==> src/rtl/pipe_ctrl_pkg.sv <==
// Shared encodings for the pipeline PC sequencing logic.
package pipe_ctrl_pkg;

  // Controller states; the encoding is also what the debug state port shows.
  typedef enum logic [1:0] {
    ST_RUN   = 2'b00,
    ST_FLUSH = 2'b01,
    ST_PEND  = 2'b10,
    ST_HALT  = 2'b11
  } ctrlStateT;

  // PC mux selects; 2'b11 is never driven.
  localparam logic [1:0] SEL_NEXT   = 2'b00;
  localparam logic [1:0] SEL_BRANCH = 2'b01;
  localparam logic [1:0] SEL_JUMP   = 2'b10;

endpackage

==> src/rtl/sat_counter.sv <==
// Saturating up-counter used for the controller performance counters.
module sat_counter #(
  parameter int W = 16
) (
  input  logic         clk,
  input  logic         clr,
  input  logic         inc,
  output logic [W-1:0] count
);

  // Count up on inc, stick at all-ones, clear synchronously.
  always_ff @(posedge clk) begin
    if (clr) begin
      count <= '0;
    end else if (inc && (count != {W{1'b1}})) begin
      count <= count + W'(1);
    end
  end

endmodule

==> src/rtl/pc_flow_controller.sv <==
// PC sequencing controller: decides each cycle whether the PC advances,
// holds or is redirected, drives IF/ID and ID/EX squash/stall controls,
// and keeps saturating stall and redirect counters.
module pc_flow_controller
  import pipe_ctrl_pkg::*;
#(
  parameter int REDIRECT_BUBBLES = 1,
  parameter int CNT_W            = 16
) (
  input  logic             clk,
  input  logic             rst,
  input  logic             jump_id,
  input  logic             branch_ex,
  input  logic             taken_ex,
  input  logic             load_use,
  input  logic             mem_busy,
  input  logic             halt_req,
  output logic             pc_enable,
  output logic [1:0]       pc_sel,
  output logic             flush_if_id,
  output logic             flush_id_ex,
  output logic             stall_if_id,
  output logic             halted,
  output logic [CNT_W-1:0] stall_cnt,
  output logic [CNT_W-1:0] redirect_cnt,
  output logic [1:0]       dbgState
);

  // Bubble counter holds 1..3, so two bits are enough.
  localparam logic [1:0] BUBBLE_LOAD = 2'(REDIRECT_BUBBLES);

  ctrlStateT  state, nextState;
  logic [1:0] bubbleCnt, nextBubble;
  logic [1:0] pendSel, nextPendSel;
  logic [1:0] redirSel;
  logic       branchTaken;
  logic       redirectInc;
  logic       stallInc;

  // taken_ex only means something when a branch is actually in EX.
  assign branchTaken = branch_ex & taken_ex;
  assign dbgState    = state;

  // State, bubble counter and pending select registers.
  always_ff @(posedge clk) begin
    if (rst) begin
      state     <= ST_RUN;
      bubbleCnt <= 2'd0;
      pendSel   <= SEL_NEXT;
    end else begin
      state     <= nextState;
      bubbleCnt <= nextBubble;
      pendSel   <= nextPendSel;
    end
  end

  // Mealy next-state and output decode; everything is quiet while rst is high.
  always_comb begin
    pc_enable   = 1'b0;
    pc_sel      = SEL_NEXT;
    flush_if_id = 1'b0;
    flush_id_ex = 1'b0;
    stall_if_id = 1'b0;
    halted      = 1'b0;
    redirectInc = 1'b0;
    redirSel    = branchTaken ? SEL_BRANCH : SEL_JUMP;
    nextState   = state;
    nextBubble  = bubbleCnt;
    nextPendSel = pendSel;
    if (!rst) begin
      unique case (state)
        ST_RUN: begin
          if (halt_req) begin
            nextState = ST_HALT;
          end else if (branchTaken || jump_id) begin
            // A taken branch kills the ID/EX slot; a jump only kills IF/ID.
            flush_if_id = !branchTaken || !mem_busy;
            flush_id_ex = branchTaken;
            if (!mem_busy) begin
              pc_enable   = 1'b1;
              pc_sel      = redirSel;
              redirectInc = 1'b1;
              nextBubble  = BUBBLE_LOAD;
              nextState   = ST_FLUSH;
            end else begin
              nextPendSel = redirSel;
              nextState   = ST_PEND;
            end
          end else if (load_use) begin
            stall_if_id = 1'b1;
            flush_id_ex = 1'b1;
          end else if (mem_busy) begin
            stall_if_id = 1'b1;
          end else begin
            pc_enable = 1'b1;
          end
        end
        ST_FLUSH: begin
          if (halt_req) begin
            nextState = ST_HALT;
          end else begin
            // Squashed slots: decode-side hazards and redirects are ignored.
            flush_if_id = 1'b1;
            pc_enable   = !mem_busy;
            if (!mem_busy) begin
              nextBubble = bubbleCnt - 2'd1;
              if (bubbleCnt == 2'd1) begin
                nextState = ST_RUN;
              end
            end
          end
        end
        ST_PEND: begin
          if (halt_req) begin
            nextPendSel = SEL_NEXT;
            nextState   = ST_HALT;
          end else if (!mem_busy) begin
            pc_enable   = 1'b1;
            pc_sel      = pendSel;
            flush_if_id = 1'b1;
            redirectInc = 1'b1;
            nextPendSel = SEL_NEXT;
            nextBubble  = BUBBLE_LOAD;
            nextState   = ST_FLUSH;
          end else begin
            stall_if_id = 1'b1;
          end
        end
        ST_HALT: begin
          halted = 1'b1;
        end
        default: begin
          nextState = ST_RUN;
        end
      endcase
    end
  end

  // Stall cycles exclude reset and the halted state.
  assign stallInc = !rst && (state != ST_HALT) && !pc_enable;

  sat_counter #(.W(CNT_W)) u_stallCnt (
    .clk   (clk),
    .clr   (rst),
    .inc   (stallInc),
    .count (stall_cnt)
  );

  sat_counter #(.W(CNT_W)) u_redirectCnt (
    .clk   (clk),
    .clr   (rst),
    .inc   (redirectInc),
    .count (redirect_cnt)
  );

endmodule
==> config.mk <==
export PLATFORM = sky130hd
export DESIGN_NAME = pc_flow_controller
export DESIGN_NICKNAME = d
export VERILOG_FILES = /design/src/rtl/pipe_ctrl_pkg.sv /design/src/rtl/sat_counter.sv /design/src/rtl/pc_flow_controller.sv
export SDC_FILE = /design/constraint.sdc
export NUM_CORES = 1
export LEC_CHECK = 0
export BUFFER_PORTS_ARGS = -buffer_cell sky130_fd_sc_hd__buf_2
export CORE_UTILIZATION = 48
export DETAILED_ROUTE_END_ITERATION = 8
export PLACE_DENSITY = 0.82
export SLEW_MARGIN = 20
export SYNTH_ARGS = -nofsm -noshare
export SYNTH_HDL_FRONTEND = slang
export SYNTH_SLANG_ARGS = --single-unit
export TNS_END_PERCENT = 10
==> constraint.sdc <==
create_clock -name clk -period 2.4 [get_ports clk]
set_clock_uncertainty 0.2 [all_clocks]
set_input_delay 0 -clock clk [delete_from_list [all_inputs] [get_ports clk]]
set_output_delay 0 -clock clk [all_outputs]
set_load 0.02 [all_outputs]
==> impl_metrics.prom <==
# TYPE chip_impl_metric gauge
chip_impl_info{name="outcome",value="finished, final reports clean"} 1
chip_impl_metric{name="die_outline_area",unit="sq um"} 4900
chip_impl_metric{name="period_share",unit="%"} 95.2
chip_impl_metric{name="antenna_left",unit=""} 0
chip_impl_metric{name="seq_power_share",unit="%"} 36.9
chip_impl_metric{name="clk_path_buf_depth",unit=""} 2
chip_impl_metric{name="grt_usage",unit="%"} 21.1
chip_impl_info{name="holdCritStartpoint",value="taken_ex"} 1
chip_impl_metric{name="r2r.worst_path.cells",unit=""} 7
chip_impl_info{name="critical_path.reg2reg.startpoint",value="u_stallCnt.count[0]"} 1
chip_impl_metric{name="syn-num-nets",unit=""} 285
chip_impl_metric{name="power_leakage",unit="nW"} 1.07
chip_impl_info{name="critPathCaptureType",value="flip-flop"} 1
chip_impl_metric{name="clock_insertion_delay_worst_skew",unit="ns"} 0.29
chip_impl_metric{name="timing_hold_violations_final",unit=""} 0
chip_impl_metric{name="placer_s_final_routability_congestion_estimate",unit=""} 0.828
chip_impl_metric{name="detail_route.vias_per_cell",unit=""} 5.76
chip_impl_metric{name="setup_violating_endpoint_count_in_the_final_report",unit=""} 0
chip_impl_metric{name="vias_in_the_first_global_route",unit=""} 1914
chip_impl_metric{name="num_vias",unit=""} 2207
chip_impl_metric{name="final_net_count",unit=""} 346
chip_impl_metric{name="synthDistinctLibCells",unit=""} 53
chip_impl_metric{name="postSynthAreaPerCell",unit="sq um"} 8.22
chip_impl_metric{name="drt_pass1_iterations",unit=""} 4
chip_impl_metric{name="tritoncts_num_sinks",unit=""} 38
chip_impl_metric{name="p_clk_share",unit="%"} 28.3
chip_impl_metric{name="antenna_cells",unit=""} 0
chip_impl_metric{name="routed_wl",unit="um"} 5070
chip_impl_metric{name="floorplan.die.width",unit="um"} 70
chip_impl_metric{name="drv_slew",unit=""} 0
chip_impl_metric{name="r2r_slack",unit="ns"} 0.11
chip_impl_info{name="startpoint_type",value="flip-flop"} 1
chip_impl_metric{name="cts_max_level",unit=""} 2
chip_impl_metric{name="power_density",unit="nW/um^2"} 709
chip_impl_info{name="worstHoldPathType",value="in -> reg"} 1
chip_impl_metric{name="finalWorstSetupSlack",unit="ns"} 0.114
chip_impl_metric{name="share_comb_of_total_power",unit="%"} 34.8
chip_impl_metric{name="drt-wirelength-per-cell",unit="um"} 13.2
chip_impl_metric{name="clk_pin_slew",unit="ns"} 0.07
chip_impl_metric{name="timing.fmax",unit="MHz"} 437
chip_impl_metric{name="drt_drc_violations_left",unit=""} 0
chip_impl_info{name="crit_type",value="reg -> reg"} 1
chip_impl_metric{name="overflow",unit=""} 0
chip_impl_metric{name="synth_seq_area_share",unit="%"} 34.3
chip_impl_metric{name="yosys_warning_count",unit=""} 0
chip_impl_info{name="tritoncts",value="yes"} 1
chip_impl_metric{name="max-cap-violations",unit=""} 0
chip_impl_metric{name="finalNonFillerCells",unit=""} 383
chip_impl_metric{name="pin_count_of_the_biggest_net_entering_global_routing",unit=""} 25
chip_impl_metric{name="internal_power",unit="mW"} 1.30
chip_impl_metric{name="dr.first_iter.drc_count",unit=""} 153
chip_impl_metric{name="totalPowerFinal",unit="mW"} 1.94
chip_impl_info{name="root_buffer_master",value="clkbuf_8"} 1
chip_impl_metric{name="syn_inst",unit=""} 270
chip_impl_metric{name="finalCriticalPeriod",unit="ns"} 2.29
chip_impl_metric{name="numCtsBuffers",unit=""} 5
chip_impl_metric{name="portBuffers",unit=""} 48
chip_impl_metric{name="switching_share",unit="%"} 33.1
chip_impl_metric{name="vdd_ir_drop_max",unit="uV"} 400
chip_impl_info{name="worst_hold_path.endpoint",value="pendSel[0]"} 1
chip_impl_metric{name="summed_instance_area_of_the_synthesized_netlist",unit="sq um"} 2220
chip_impl_metric{name="drive_gt1_share",unit="%"} 27.5
chip_impl_metric{name="worst_ep_required_time",unit="ns"} 2.39
chip_impl_metric{name="relSlewSlack",unit="%"} 62.8
chip_impl_metric{name="initial_utilization",unit="%"} 50.3
chip_impl_metric{name="grt_antenna_before_repair",unit=""} 0
chip_impl_metric{name="worst-path-max-fanout",unit=""} 10
chip_impl_metric{name="power_switching",unit="mW"} 0.641
chip_impl_info{name="worst_flop_to_flop_path_endpoint",value="u_stallCnt.count[3]"} 1
chip_impl_metric{name="hpwl",unit="um"} 3720
chip_impl_metric{name="dp_slack",unit="ns"} 0.156
chip_impl_info{name="rsz0062_at_grt",value="false"} 1
chip_impl_metric{name="ys_seq_elements",unit=""} 38
chip_impl_metric{name="max_slew.worst_pin.slew",unit="ns"} 0.544
chip_impl_metric{name="placement_rows",unit=""} 24
chip_impl_metric{name="num_io_pins",unit=""} 49
chip_impl_metric{name="grt_first_pass_wirelength",unit="um"} 8490
chip_impl_metric{name="worst_hold_path.num_cells",unit=""} 5
chip_impl_metric{name="syn_to_final_growth",unit="%"} 23.2
chip_impl_metric{name="dpl.cell_count",unit=""} 375
chip_impl_metric{name="coreArea",unit="sq um"} 4410
chip_impl_metric{name="die_h",unit="um"} 70
chip_impl_metric{name="total_negative_slack_for_setup_checks",unit="ns"} 0
chip_impl_metric{name="worst_ep_arrival_time",unit="ns"} 2.27
chip_impl_metric{name="fin_hold_ws",unit="ns"} 0.00910
cells by family (layout without fill, tap and decap cells):
logic type,Yosys count,count (layout),synth area share [%]
mux,7,7,3.44
buf+inv,24,85,4.51
fa+ha+maj,7,7,3.95
simple gates,124,124,30.4
flops,38,38,34.3
xor+xnor,11,11,4.34
compound gates,59,59,19.1
worst max-delay path, cell delays in order (launching register included):
cell and delay, ns:
dfxtp_1 0.37, ha_1 0.24, nand4_1 0.15, or4_4 0.55
nor2_4 0.22, buf_4 0.20, o311ai_0 0.15, o41ai_1 0.10
routing by layer:
metal / vias to the layer above / share of wire, % / global-route usage (%)
li1: 1129 / - / -
met1: 1009 / 46 / 27.4
met2: 65 / 49 / 34.5
met3: 4 / 4.0 / 4.91
met4: 0 / 1.0 / 6.67
met5: - / 0 / 0
through the flow:
stage | cell area (sq um) | util (%)
2_1_floorplan | 2220 | -
3_3_place_gp | 2610 | 59.1
3_5_place_dp | 2610 | 59.1
4_1_cts | 2730 | 61.9
5_1_grt | 2740 | 62.0
6_report | 2740 | 62.0
Yosys cell counts, drive strengths merged:
| cell type | count | area share, % |
|---|---|---|
| a21o | 1 | 0.34 |
| nor4bb | 1 | 0.45 |
| mux2 | 5 | 2.5 |
| o21a | 1 | 0.34 |
| dfxtp | 38 | 34 |
| nand2 | 17 | 2.9 |
| a41oi | 1 | 0.39 |
| nor4 | 7 | 2.6 |
| nor2b | 6 | 1.7 |
| ha | 7 | 3.9 |
| or2 | 2 | 0.56 |
| o22ai | 1 | 0.28 |
| nor2 | 37 | 6.6 |
| buf | 6 | 1.5 |
| o221ai | 1 | 0.39 |
| o31ai | 4 | 1.4 |
| a222oi | 1 | 0.45 |
| nor4b | 1 | 0.39 |
| a21oi | 14 | 3.2 |
| or4 | 8 | 3.0 |
| nand2b | 6 | 1.7 |
| a31o | 2 | 0.79 |
| a22oi | 1 | 0.34 |
| a32oi | 2 | 0.79 |
| o21ai | 9 | 2.0 |
| nor3 | 8 | 1.8 |
| nand3 | 9 | 2.0 |
| mux2i | 2 | 0.90 |
| and2 | 2 | 0.56 |
| a311oi | 1 | 0.39 |
| a2111oi | 3 | 1.2 |
| nand4 | 11 | 3.1 |
| o41ai | 6 | 2.4 |
| a211oi | 3 | 1.0 |
| xnor2 | 11 | 4.3 |
| inv | 9 | 1.5 |
| nand3b | 1 | 0.34 |
| and3 | 1 | 0.28 |
| clkbuf | 9 | 1.5 |
| or3 | 5 | 1.7 |
| o21bai | 1 | 0.34 |
| nor3b | 2 | 0.68 |
| o311ai | 7 | 3.1 |
cell usage in the layout, fill, tap and decap left out, types with 2 or more instances in the layout:
cell       Yosys  final
buf_2          2     48
dfxtp_1       38     38
nor2_1        36     36
buf_4          2     20
nand2_1       17     17
a21oi_1       14     14
nand4_1       11     11
xnor2_1       11     11
inv_1          9      9
nand3_1        9      9
nor3_1         8      8
o21ai_0        8      8
nand2b_1       6      6
nor2b_1        6      6
nor4_1         6      6
or4_1          6      6
o41ai_1        6      6
ha_1           7      6
clkbuf_8       0      6
mux2_2         5      5
o311ai_0       6      5
o31ai_1        4      4
a211oi_1       3      3
or3_1          3      3
and2_1         2      2
a32oi_1        2      2
or4_4          2      2
nor3b_1        2      2
a31o_2         2      2
mux2i_1        2      2
a2111oi_0      3      2
cell type report:
class | instances | area, sq um
flip-flops and latches | 38 | 761
clock buffers | 6 | 82.6
fillers | 400 | 1680
inverters | 9 | 33.8
multi-input cells | 208 | 1360
clock inverters | 1 | 30.0
repair buffers | 69 | 400
well taps | 52 | 65.1
sequential cells by signal, indices dropped and copies added, names as in the netlist:
register and flops:
pendSel 2, dbgState 2, u_redirectCnt.count 16, u_stallCnt.count 16
bubbleCnt 2
power by group through the flow:
stage / Combinational (mW) / Sequential (mW) / Clock [mW]
6_report: 0.675 / 0.715 / 0.549
5_1_grt: 0.742 / 0.723 / 0.590
2_1_floorplan: 0.419 / 0.768 / 0
4_1_cts: 0.670 / 0.715 / 0.565
3_5_place_dp: 0.665 / 0.729 / 0
3_3_place_gp: 0.654 / 0.725 / 0
repair_timing:
action                                  4_1_cts  5_1_grt
resized for setup                             0        3
hold buffers                                  1        0
hold endpoints to repair                     11        0
endpoints found under the setup margin        0        4
setup buffers                                 0        0
worst max-delay path by stage:
| stage | to | start |
|---|---|---|
| global route | u_stallCnt.count[6] | u_stallCnt.count[0] |
| finish | u_stallCnt.count[3] | u_stallCnt.count[0] |
| detailed placement | u_stallCnt.count[2] | u_stallCnt.count[0] |
| CTS | u_redirectCnt.count[9] | dbgState[1] |
| global placement | u_redirectCnt.count[9] | dbgState[1] |
| floorplan | u_redirectCnt.count[14] | dbgState[0] |
Note: power is estimated with default switching activity, not from simulation.
